==> config.mk <==
export PLATFORM = sky130hd
export DESIGN_NAME = pipe_hazard_ctrl
export DESIGN_NICKNAME = d
export VERILOG_FILES = /design/src/rtl/pipe_hazard_ctrl.sv
export SDC_FILE = /design/constraint.sdc
export NUM_CORES = 1
export LEC_CHECK = 0
export CELL_PAD_IN_SITES_DETAIL_PLACEMENT = 2
export CELL_PAD_IN_SITES_GLOBAL_PLACEMENT = 2
export CORE_ASPECT_RATIO = 0.75
export CORE_UTILIZATION = 27
export DETAILED_ROUTE_END_ITERATION = 7
export GPL_TIMING_DRIVEN = 0
export PLACE_DENSITY_LB_ADDON = 0.3
export SYNTH_ARGS = -nofsm -noshare
export SYNTH_HDL_FRONTEND = slang
export SYNTH_SLANG_ARGS = --single-unit
export TNS_END_PERCENT = 10
==> constraint.sdc <==
create_clock -name clk -period 2.7 [get_ports clk]
set_input_delay 0.54 -clock clk [delete_from_list [all_inputs] [get_ports clk]]
set_output_delay 0.54 -clock clk [all_outputs]
set_load 0.01 [all_outputs]
==> src/rtl/pipe_hazard_ctrl.sv <==
// Stall/flush controller for the 5-stage pipeline: load-use detection, MDU occupancy FSM,
// wrong-path squash on ID-resolved branches and a saturating stall-cycle counter.
module pipe_hazard_ctrl #(
  parameter int MDU_LAT = 32,
  parameter int CNT_W   = 6,
  parameter int PERF_W  = 32
) (
  input  logic              clk,
  input  logic              rst,
  input  logic [4:0]        id_rs,
  input  logic [4:0]        id_rt,
  input  logic              id_use_rs,
  input  logic              id_use_rt,
  input  logic              ex_wreg,
  input  logic [4:0]        ex_rd,
  input  logic              ex_is_load,
  input  logic              id_branch_taken,
  input  logic              id_mdu_start,
  input  logic              id_mdu_use,
  output logic              pc_en,
  output logic              if_id_en,
  output logic              if_id_flush,
  output logic              id_ex_flush,
  output logic              mdu_go,
  output logic              mdu_busy,
  output logic              mdu_done,
  output logic [PERF_W-1:0] stall_cycles
);

  localparam logic [0:0] IDLE = 1'b0;
  localparam logic [0:0] BUSY = 1'b1;
  localparam logic [CNT_W-1:0] LOAD_VAL = CNT_W'(MDU_LAT - 1);

  logic [0:0]       state;
  logic [CNT_W-1:0] cnt;
  logic             lu;
  logic             mdu_stall;
  logic             stall;

  always_comb begin
    lu = ex_is_load & ex_wreg & (ex_rd != 5'd0) &
         ((id_use_rs & (id_rs == ex_rd)) | (id_use_rt & (id_rt == ex_rd)));
  end

  // Reset forces the pipeline to run freely, so every output is qualified by ~rst.
  assign mdu_busy    = ~rst & (state == BUSY);
  assign mdu_stall   = mdu_busy & (id_mdu_start | id_mdu_use);
  assign stall       = ~rst & (lu | mdu_stall);
  assign pc_en       = ~stall;
  assign if_id_en    = ~stall;
  assign id_ex_flush = stall;
  assign if_id_flush = ~rst & id_branch_taken & ~stall;
  assign mdu_go      = ~rst & (state == IDLE) & id_mdu_start & ~stall;
  assign mdu_done    = mdu_busy & (cnt == '0);

  always_ff @(posedge clk) begin
    if (rst) begin
      state <= IDLE;
      cnt   <= '0;
    end else begin
      case (state)
        IDLE: begin
          if (mdu_go) begin
            state <= BUSY;
            cnt   <= LOAD_VAL;
          end
        end
        BUSY: begin
          if (cnt == '0) begin
            state <= IDLE;
          end else begin
            cnt <= cnt - CNT_W'(1);
          end
        end
        default: begin
          state <= IDLE;
          cnt   <= '0;
        end
      endcase
    end
  end

  always_ff @(posedge clk) begin
    if (rst) begin
      stall_cycles <= '0;
    end else if (stall && !(&stall_cycles)) begin
      stall_cycles <= stall_cycles + PERF_W'(1);
    end
  end

endmodule
==> reports/results.txt <==
Outcome: finished, final reports clean
Total Routing Usage GR: 19.2%
Share of the yosys chip area belonging to registers: 35.6%
Adder-cell share of the synthesized area: 1.14%
Slew Limit Headroom: 62.8%
R2R depth: 8
Largest family of logic cells by synthesized area: simple AND/OR/NAND/NOR gates
Worst path max stage delay: 0.43 ns
Peak supply drop: 0.179 mV
Hold Crit Depth: 2
Largest net degree at the start of global routing: 12
Post-detailed-route DRC marker count: 0
R2R setup slack: 0.26 ns
Worst reg2reg endpoint: stall_cycles[11]$_SDFFE_PP0P_
Mapped cell area: 2190 um2
PortBufs: 62
Routed wire length: 7790 um
FP Rows: 28
Pwr Total: 1.23 mW
Post-synthesis area per instance: 8.33 um2
WP data arrival: 2.14 ns
Nets: 364
DP HPWL: 5930 um
Post-synthesis simple-gate area fraction: 32.8%
Gpl congestion: 0.754
Post-DR wirelength/cell: 17.5 um
Mux cell area share after synthesis: 0.913%
WHS Endpoint: cnt[0]$_SDFFE_PP0P_
Effective utilization at floorplan: 27.8%
Final slew viol count: 0
Crit path cell chain: dlygate4sd2_1, or4_4, o211ai_2, buf_4, inv_2, a2111oi_4, buf_2
Die W: 106 um
Worst setup SP type: primary input
Placed Instances: 430
Worst-Margin Slew: 0.559 ns
Sw frac: 26.1%
RSZ-0062 raised after global routing: yes
DR vias/cell: 5.32
Via count: 2361
Fin cells: 444
Register area: 781 um2
Die Y-Extent: 80.0 um
Combinational fraction of design power: 14.7%
Share of cells above drive strength 1: 13.6%
Syn Inst Count: 263
Multi-input logic area: 1330 um2
H-tree levels: 2
Syn nets: 289
Die area: 8490 um2
Clock sink count: 39
Ys Warns: 0
Antenna Nets Post-Route: 0
Pwr dens: 397 nW/um2
Antenna violations before repair: 0
Final WS setup: 0.0233 ns
Leakage: 1.04 nW
Vias in the first global route: 2441
Clock Tree Buf Depth: 2
Worst setup EP type: output pin
Asr flop ratio synth: 0%
R2R Path Start: stall_cycles[21]$_SDFFE_PP0P_
Period minus WS final: 2.68 ns
Flop and latch count out of synthesis: 39
Clock Latency Late Sink: 0.29 ns
Clock Skew: 0.0126 ns
# setup viols final: 0
Req. time, crit path: 2.16 ns
Main flop type after synthesis: dfxtp_1
EDFF count, synth: 0
Drt first pass iters: 4
Maxcap violations: 0
Power Internal: 0.909 mW
Final-report hold violation count: 0
Core area: 7880 um2
Part of the power in the clock network: 36.4%
CTS tree: done
XOR/XNOR Fraction of Synth Area: 5.19%
Hold_sp: cnt[0]$_SDFFE_PP0P_
Critical path type: in -> out
Placement Setup Slack: -1.15 ns
Crit-path slowest cell: or4_4
Clock Pin Slew Worst Setup and Hold Paths: 0.07 ns
Hold Slack: 0.502 ns
FMAX: 374 MHz
I/O pins: 63
CTS hold repair buffers: 0
Root Buffer: clkbuf_8
Setup TNS: 0 ns
Cell variety after synth: 47
Fill cells: 898
Flop pwr share: 48.9%
TritonCTS Buffers: 5
First-pass GRT wire length: 12600 um
DR iter-0 viols: 64
Global route total overflow: 0
Switch Pwr: 0.320 mW
Final Cycle Share: 99.1%
Crit path max fanout: 3
Post-synthesis compound-gate area fraction: 19.4%
Min-Delay Path Class: reg -> reg
Area Overhead vs Synth: 41.4%
N_diodes: 0
[state kept, by name, indices dropped and copies added (netlist names)]
signal,count
state,1
cnt,6
stall_cycles,32
[metrics by stage]
step           area (um2)  utilization, %
2_1_floorplan        2190               -
3_3_place_gp         2940            37.3
3_5_place_dp         2940            37.3
4_1_cts              3090            39.2
5_1_grt              3100            39.3
6_report             3100            39.3
[worst max-delay path by stage]
stage                        start     end  slack (ns)
after CTS                 ex_rd[3]   pc_en        -0.1
after global routing      id_rt[0]   pc_en       -0.03
after detailed placement  ex_rd[1]   pc_en       -1.15
after floorplan           ex_rd[1]   pc_en        0.07
final                     ex_rd[4]  mdu_go        0.02
after global placement    ex_rd[1]   pc_en       -1.14
[worst max-delay path: cells and delay by family]
kind,cells,cell delay [ns]
buffers and inverters,4,0.64
AO/OA/AOI/OAI,2,0.51
AND/OR/NAND/NOR,1,0.43
[cell type report]
| cell class | instances | area share [%] |
|---|---|---|
| buffer | 14 | 3.03 |
| timing repair buffer | 68 | 20.5 |
| tap | 105 | 4.24 |
| clock buffer | 8 | 3.23 |
| inverter | 8 | 0.969 |
| sequential | 39 | 25.2 |
| multi-input combinational | 202 | 42.8 |
[synth_stat cells, drive strengths merged, types with 4 or more instances]
library cell  instances  area (um2)
nor2                 14        52.6
a21oi                25         125
nand3                14        75.1
nor4                  4        37.5
buf                   4        41.3
nand4                11        75.1
xnor2                11        96.3
inv                   8        30.0
nor3                  6        30.0
o31ai                11        82.6
and4                  5        43.8
or4                  13         101
nand2                23        86.3
and2                  4        25.0
o21ai                13        65.1
clkbuf               10        37.5
and3                  6        37.5
dfxtp                39         781
or3                  10        62.6
[cell families (layout without fill, tap and decap cells)]
family,after synthesis,count (layout)
AND/OR/NAND/NOR,120,120
buffers and inverters,22,98
multiplexers,2,2
flip-flops,39,39
XOR/XNOR,13,13
AO/OA/AOI/OAI,65,65
adder cells (fa/ha/maj),2,2
[layout by cell type (no fill, tap or decap), types with 10 or more instances in the layout]
| master | netlist | layout |
|---|---|---|
| xnor2_1 | 11 | 11 |
| a21oi_1 | 25 | 25 |
| nand4_1 | 10 | 10 |
| or3_1 | 10 | 10 |
| nand3_1 | 13 | 13 |
| o21ai_0 | 13 | 12 |
| nor2_1 | 14 | 14 |
| o31ai_1 | 11 | 11 |
| nand2_1 | 23 | 23 |
| dfxtp_1 | 39 | 39 |
| or4_1 | 12 | 11 |
| clkdlybuf4s50_1 | 0 | 48 |
[power by group through the flow]
stage	combinational [mW]	sequential [mW]	clock, mW
2_1_floorplan	0.0978	0.610	0
3_3_place_gp	0.171	0.613	0
3_5_place_dp	0.177	0.613	0
4_1_cts	0.182	0.600	0.462
5_1_grt	0.199	0.602	0.478
6_report	0.180	0.601	0.448
[per-layer routing]
metal  wire length (um)  vias up  track usage [%]
met1               3750     1182             24.2
met4                 57        0             3.33
met3                168        4             3.18
met5                  0        -                0
li1                   -     1145                -
met2               3810       30             34.6
[what timing repair did]
action	4_1_cts	5_1_grt
endpoints found under the hold margin	0	0
buffers inserted	5	1
gates resized for setup	31	16
pin swaps	4	9
setup endpoints to repair	12	10
gates cloned	0	0
Note: power is estimated with default switching activity, not from simulation.
